### config.mk
export PLATFORM = sky130hd
export DESIGN_NAME = uart_tx_framer
export DESIGN_NICKNAME = d
export VERILOG_FILES = /design/src/rtl/uart_tx_pkg.sv /design/src/rtl/uart_baud_tick.sv /design/src/rtl/uart_tx_framer.sv
export SDC_FILE = /design/constraint.sdc
export NUM_CORES = 1
export LEC_CHECK = 0
export BUFFER_PORTS_ARGS = -buffer_cell sky130_fd_sc_hd__buf_2
export CAP_MARGIN = 15
export CORE_ASPECT_RATIO = 1.5
export CORE_MARGIN = 4
export CORE_UTILIZATION = 55
export DETAILED_ROUTE_END_ITERATION = 6
export PLACE_DENSITY = 0.74
export REMOVE_ABC_BUFFERS = 1
export SLEW_MARGIN = 15
export SYNTH_ARGS = -nofsm -noshare
export SYNTH_HDL_FRONTEND = slang
export SYNTH_SLANG_ARGS = --single-unit
### constraint.sdc
create_clock -name clk -period 2.4 [get_ports clk]
set_input_delay 0.48 -clock clk [delete_from_list [all_inputs] [get_ports clk]]
set_output_delay 0.48 -clock clk [all_outputs]
set_load 0.005 [all_outputs]
### src/rtl/uart_tx_pkg.sv
// ----------------------------------------------------------------------------
// uart_tx_pkg
// Shared types and constants for the UART transmit framer.
//   - state encodings for the framer FSM
//   - LINE_BITS: data bits per frame on the wire
//   - calc_divisor(): rounded clocks-per-bit from clock and baud rate
// ----------------------------------------------------------------------------
package uart_tx_pkg;

    localparam int unsigned LINE_BITS = 8;
    localparam int unsigned STATE_W   = 3;
    localparam int unsigned BIT_IDX_W = $clog2(LINE_BITS);

    typedef logic [STATE_W-1:0] state_t;

    localparam logic [2:0] ST_IDLE   = 3'd0;
    localparam logic [2:0] ST_START  = 3'd1;
    localparam logic [2:0] ST_DATA   = 3'd2;
    localparam logic [2:0] ST_PARITY = 3'd3;
    localparam logic [2:0] ST_STOP   = 3'd4;

    // Clocks per line bit, rounded to nearest.
    function automatic int unsigned calc_divisor(input int unsigned clk_freq,
                                                 input int unsigned baud);
        return (clk_freq + baud / 2) / baud;
    endfunction

endpackage

### src/rtl/uart_baud_tick.sv
// ----------------------------------------------------------------------------
// uart_baud_tick
// Bit-period counter: counts 0..DIVISOR-1 while enabled and raises a
// combinational tick on the last count.
// Ports:
//   clk       in  system clock
//   res       in  asynchronous active-high reset
//   clr_i     in  synchronous clear to 0 (has priority over en_i)
//   en_i      in  count enable
//   tick_c_o  out one-cycle tick when count == DIVISOR-1 and enabled
// ----------------------------------------------------------------------------
module uart_baud_tick #(
    parameter int unsigned DIVISOR = 10
) (
    input  logic clk,
    input  logic res,
    input  logic clr_i,
    input  logic en_i,
    output logic tick_c_o
);

    localparam int unsigned CNT_W = (DIVISOR > 1) ? $clog2(DIVISOR) : 1;
    localparam logic [CNT_W-1:0] CNT_LAST = CNT_W'(DIVISOR - 1);

    logic [CNT_W-1:0] cnt_q;
    logic [CNT_W-1:0] cnt_d;

    assign tick_c_o = en_i && (cnt_q == CNT_LAST);

    // Next count: clear, wrap on tick, else increment.
    always_comb begin
        cnt_d = cnt_q;
        if (clr_i) begin
            cnt_d = '0;
        end else if (en_i) begin
            cnt_d = tick_c_o ? '0 : cnt_q + CNT_W'(1);
        end
    end

    always_ff @(posedge clk or posedge res) begin
        if (res) begin
            cnt_q <= '0;
        end else begin
            cnt_q <= cnt_d;
        end
    end

endmodule

### src/rtl/uart_tx_framer.sv
// ----------------------------------------------------------------------------
// uart_tx_framer
// Serial transmit stage fed by the debug ring buffer. Accepts characters on a
// wr/data/busy handshake into a one-entry holding register and shifts them out
// as 8N1 / 8N2 frames (8E1 / 8E2 when UART_TX_PARITY_EN is defined).
//
// Build option:
//   UART_TX_PARITY_EN  insert an even-parity bit between data and stop bits
//
// Ports:
//   clk   in  system clock
//   res   in  asynchronous active-high reset
//   wr    in  character valid, sampled only while busy==0
//   data  in  DATA_WIDTH-bit character, LSB first, zero-padded to 8 bits
//   tx    out serial line, idle high (registered)
//   busy  out holding register full; wr ignored while high (registered)
// ----------------------------------------------------------------------------
module uart_tx_framer
    import uart_tx_pkg::*;
#(
    parameter int unsigned CLK_FREQ   = 50_000_000,
    parameter int unsigned BAUD       = 921600,
    parameter int unsigned DATA_WIDTH = 7,
    parameter int unsigned STOP_BITS  = 1
) (
    input  logic                  clk,
    input  logic                  res,
    input  logic                  wr,
    input  logic [DATA_WIDTH-1:0] data,
    output logic                  tx,
    output logic                  busy
);

    localparam int unsigned DIVISOR = calc_divisor(CLK_FREQ, BAUD);
    localparam logic [BIT_IDX_W-1:0] LAST_IDX = BIT_IDX_W'(LINE_BITS - 1);

    // Elaboration-time parameter checks.
    if (STOP_BITS != 1 && STOP_BITS != 2) begin : g_bad_stop_bits
        $error("uart_tx_framer: STOP_BITS must be 1 or 2");
    end
    if (DIVISOR < 2) begin : g_bad_divisor
        $error("uart_tx_framer: CLK_FREQ/BAUD gives a divisor below 2");
    end
    if (DATA_WIDTH == 0 || DATA_WIDTH > LINE_BITS) begin : g_bad_width
        $error("uart_tx_framer: DATA_WIDTH must be 1..8");
    end

    state_t                 state_q, state_d;
    logic [LINE_BITS-1:0]   hold_q, hold_d;
    logic                   hold_vld_q, hold_vld_d;
    logic [LINE_BITS-1:0]   shift_q, shift_d;
    logic [BIT_IDX_W-1:0]   bit_idx_q, bit_idx_d;
    logic                   stop2_q, stop2_d;
    logic                   tx_q, tx_d;

    logic accept_c;
    logic tick_c;
    logic cnt_clr_c;
    logic cnt_en_c;

    assign tx       = tx_q;
    assign busy     = hold_vld_q;
    assign accept_c = wr && !hold_vld_q;

    // Counter restarts on every state entry and is frozen in IDLE.
    assign cnt_clr_c = (state_d != state_q);
    assign cnt_en_c  = (state_q != ST_IDLE);

    uart_baud_tick #(
        .DIVISOR (DIVISOR)
    ) u_baud_tick (
        .clk      (clk),
        .res      (res),
        .clr_i    (cnt_clr_c),
        .en_i     (cnt_en_c),
        .tick_c_o (tick_c)
    );

    // Next-state, holding register and line-bit selection.
    always_comb begin
        state_d    = state_q;
        hold_d     = hold_q;
        hold_vld_d = hold_vld_q;
        shift_d    = shift_q;
        bit_idx_d  = bit_idx_q;
        stop2_d    = stop2_q;
        tx_d       = 1'b1;

        if (accept_c) begin
            hold_d     = LINE_BITS'(data);
            hold_vld_d = 1'b1;
        end

        case (state_q)
            ST_IDLE: begin
                if (hold_vld_q) begin
                    shift_d    = hold_q;
                    hold_vld_d = 1'b0;
                    state_d    = ST_START;
                end
            end
            ST_START: begin
                if (tick_c) begin
                    bit_idx_d = '0;
                    state_d   = ST_DATA;
                end
            end
            ST_DATA: begin
                if (tick_c) begin
                    if (bit_idx_q == LAST_IDX) begin
`ifdef UART_TX_PARITY_EN
                        state_d = ST_PARITY;
`else
                        stop2_d = 1'b0;
                        state_d = ST_STOP;
`endif
                    end else begin
                        bit_idx_d = bit_idx_q + BIT_IDX_W'(1);
                    end
                end
            end
`ifdef UART_TX_PARITY_EN
            ST_PARITY: begin
                if (tick_c) begin
                    stop2_d = 1'b0;
                    state_d = ST_STOP;
                end
            end
`endif
            ST_STOP: begin
                if (tick_c) begin
                    if (STOP_BITS == 2 && !stop2_q) begin
                        stop2_d = 1'b1;
                    end else if (hold_vld_q) begin
                        // Back-to-back: next start bit follows with no idle gap.
                        shift_d    = hold_q;
                        hold_vld_d = 1'b0;
                        state_d    = ST_START;
                    end else begin
                        state_d = ST_IDLE;
                    end
                end
            end
            default: begin
                state_d = ST_IDLE;
            end
        endcase

        // tx is registered, so decode the line level from the next state.
        case (state_d)
            ST_START: tx_d = 1'b0;
            ST_DATA:  tx_d = shift_d[bit_idx_d];
`ifdef UART_TX_PARITY_EN
            ST_PARITY: tx_d = ^shift_q;
`endif
            default:  tx_d = 1'b1;
        endcase
    end

    always_ff @(posedge clk or posedge res) begin
        if (res) begin
            state_q    <= ST_IDLE;
            hold_q     <= '0;
            hold_vld_q <= 1'b0;
            shift_q    <= '0;
            bit_idx_q  <= '0;
            stop2_q    <= 1'b0;
            tx_q       <= 1'b1;
        end else begin
            state_q    <= state_d;
            hold_q     <= hold_d;
            hold_vld_q <= hold_vld_d;
            shift_q    <= shift_d;
            bit_idx_q  <= bit_idx_d;
            stop2_q    <= stop2_d;
            tx_q       <= tx_d;
        end
    end

`ifndef SYNTHESIS
    // Upstream must not present a character while busy; it would be lost.
    a_wr_while_busy: assert property (@(posedge clk) disable iff (res) !(wr && busy))
        else $warning("uart_tx_framer: wr asserted while busy, character dropped");
`endif

endmodule

==> results.md <==
- Critical Path Stages: 8
- CTS Buffer Depth: 2
- Number of setup buffers added after CTS: 0
- Avg WL per Cell: 16.0 um
- Synth Area in Compound Gates: 18.8%
- Yosys reg bits: 29
- Largest cells by area after synthesis: dfrtp_1 45%, mux2_2 7.3%, nand3_1 3.9%, nor2_1 3.9%, a21oi_1 2.9%
- Mapped Cells: 147
- CTS tree: built
- CP Data Required Time: 2.61 ns
- Synth warnings: 0
- Gr ovfl total: 0
- Syn-to-layout area delta: 15.4%
- Post-Place Cells: 196
- Seq pwr share: 44.2%
- RR Endpoint: tx
- Final core utilization: roughly 67%
- Worst slew pin tran: 0.641 ns
- CP endpoint kind: flop
- Total wire length: roughly 3300 um
- Cts repair resizes: 0
- Ant diodes: 0
- Initial DRC count: 31
- CP cell instances: inv_1 > ha_1 > nor4bb_4 > nand3_1 > a2bb2oi_4 > a21oi_2 > o41a_1 > a41oi_2
- Crit path max-delay family: compound AO/OA/AOI/OAI gates
- Setup tns final: 0 ns
- DR vias/cell: 5.82
- RSZ-0062 raised after global routing: no
- Seq/Total Area, Yosys: 47.1%
- Fraction of the mapped netlist area in simple logic gates: 20.0%
- Max FO, Critical Path: 9
- Fmax: roughly 460 MHz
- Switching Fraction: 31.0%
- Placed wire-length estimate: 2420 um
- CP max stage cell: dfrtp_1
- Largest net degree at the start of global routing: 30
- RR Startpoint: u_baud_tick.cnt_q[1]
- Yosys cell types: 42
- Register clock-pin slew on the reported worst setup and hold paths: 0.07 ns
- Most used DFF post-synth: dfrtp_1
- GPL Wtd Cong: 0.880
- Internal: 1.05 mW
- Starting Density: 57.7%
- Synthesized cell area: roughly 0.0015 mm^2
- Port Buffer Count: 11
- Static Leak: 0.804 nW
- R2R Setup Slk: 0.21 ns
- GRT Util Overall: 20.9%
- Post-route cell area: 0.00178 mm^2
- Buf+Inv Stages, Crit Path: 1
- Final min period: 2.19 ns
- Sink Count: 29
- Die Wd: ~51 um
- Max-slew violation count: 0
- Slew Limit Headroom: 57.2%
- Startpoint types: flop
- Vias: 1188
- Pre-CTS WS: 0.173 ns
- Crit Path Category: reg -> reg
- Clk root buf: clkbuf_8
- Via count of the first global-routing pass: 1254
- Final hold violations: 0
- Largest area contributor in the netlist: dfrtp_1
- H-tree levels: 2
- Post-Synth Adder-Cell Area: 2.43%
- Skew-Pair Late Insertion Delay: 0.28 ns
- CTS Buf Count: 5
- First-pass GRT wire length: 5750 um
- Tcrit/Tclk final: roughly 90%
- Total die area: 0.00374 mm^2
- Initial antenna violation count: 0
- Final instance count without filler cells: 204
- Worst Hold Class: in -> async
- P_sw: 473 uW
- Avg Synthesized Cell Area: 10.5 um^2
- CP peak stage delay: ~0.41 ns
- Final #Nets: ~180
- Antenna-violating nets left: 0
- Register-to-Register Path Depth: 8
- Die Y: between 70 and 80 um
- Share of cells above drive strength 1: 29.3%
- Critical path arrival: 2.39 ns
- Core area: 0.00268 mm^2
- Async SR Flop Fraction: 100%
- Final Skew: 0.00364 ns
- Fillers: 199
- Drc violations: 0
- Setup violators final: 0
- Pwr dens: 857 mW/mm^2
- Number of max-cap violations: 0
- Synth Area in XOR/XNOR: 1.13%
- Power share of the combinational group: between 20 and 25%
- Cell Rows: 23
- Post-synth EDFFs: 0
- Drt pass-1 iters: 4
- Post-DP Area: 0.00167 mm^2
- Hold Buf Count CTS: 0
- Mux cell area share after synthesis: about 7.3%
- Peak VDD IR: 0.000721 V
- Final worst slack: ~0.21 ns
- Status: completed
- Clock Power Share: 33.2%
- Post-synth top area share: 45.4%
- Num ports: 12
- Main combinational cell family by area after synthesis: simple AND/OR/NAND/NOR gates
## cell usage after synthesis, drive strengths merged (2+ instances only)
master / number
a21oi: 12
a41oi: 3
and2: 3
clkbuf: 3
dfrtp: 28
ha: 3
inv: 9
mux2: 10
nand2: 10
nand3: 12
nand4b: 2
nor2: 17
nor3: 3
o2111ai: 3
o21ai: 6
o31ai: 3
or2: 3
or3: 2
## cell usage in the layout, fill, tap and decap left out, types with 2 or more instances in the layout
master     count
ha_1           3
nor3_1         3
or2_2          2
nor2_1        16
nand2_1       10
inv_1          8
a21oi_2        2
mux2_2        10
dfrtp_1       28
buf_2         11
o31ai_1        3
clkbuf_8       5
buf_4          5
o2111ai_1      3
nand3_1       12
a41oi_2        2
a21oi_1        9
and2_1         3
o21ai_0        5
## layout make-up
class / instances / area (um^2) / share of cell area [%]
tap: 37 / 46.3 / 2.60
multi-input combinational: 105 / 767 / 43.0
sequential: 29 / 727 / 40.8
inverter: 9 / 33.8 / 1.90
clock buffer: 5 / 68.8 / 3.86
timing repair buffer: 16 / 92.6 / 5.20
clock inverter: 3 / 46.3 / 2.60
## worst register-to-register path, delay by kind of cell (launching register included)
family                     cells  cell delay, ns
buffers and inverters          1            0.07
AOI/OAI and AO/OA              4            0.93
and+or+nand+nor                2            0.54
DFF                            1            0.41
adders and majority gates      1            0.17
## cells by family (layout without fill, tap and decap cells)
family	count (synthesis)	after routing
AO/OA/AOI/OAI	35	35
XOR/XNOR	2	2
adder cells (fa/ha/maj)	3	3
buffers and inverters	13	33
flip-flops	29	29
multiplexers	10	10
AND/OR/NAND/NOR	55	55
## per-layer routing
layer / wire (um) / vias to the layer above / track usage (%)
li1: - / 567 / -
met5: 0 / - / 0
met3: 126 / 13 / 4.91
met1: 1310 / 578 / 23.9
met4: 111 / 0 / 11.1
met2: 1710 / 30 / 35.6
## how the worst max path moves through the flow
stage / startpoint / end / slack [ns]
floorplan: state_q[0] / tx / 0.30
global placement: u_baud_tick.cnt_q[1] / tx / 0.24
detailed placement: u_baud_tick.cnt_q[1] / tx / 0.17
CTS: u_baud_tick.cnt_q[1] / tx / 0.16
global route: u_baud_tick.cnt_q[1] / tx / 0.07
finish: u_baud_tick.cnt_q[1] / tx / 0.21
## stage by stage
stage | hold WS [ns] | total power, mW
4_1_cts | 0.267 | 1.54
3_5_place_dp | 0.493 | 1.03
5_1_grt | 0.312 | 1.63
2_1_floorplan | 0.472 | 0.936
3_3_place_gp | 0.490 | 1.01
6_report | 0.252 | 1.53
## power groups by stage
| stage | Clock, mW | Sequential, mW | Combinational, mW |
|---|---|---|---|
| 6_report | 0.507 | 0.675 | 0.346 |
| 5_1_grt | 0.541 | 0.689 | 0.397 |
| 4_1_cts | 0.516 | 0.675 | 0.347 |
| 3_5_place_dp | 0 | 0.684 | 0.344 |
| 3_3_place_gp | 0 | 0.678 | 0.331 |
| 2_1_floorplan | 0 | 0.665 | 0.270 |
## state kept, by name, indices dropped and copies added (netlist names)
signal	count
busy	1
state_q	3
u_baud_tick.cnt_q	6
shift_q	8
bit_idx_q	3
tx	1
hold_q	7
Power figures use the tool's default switching activity.
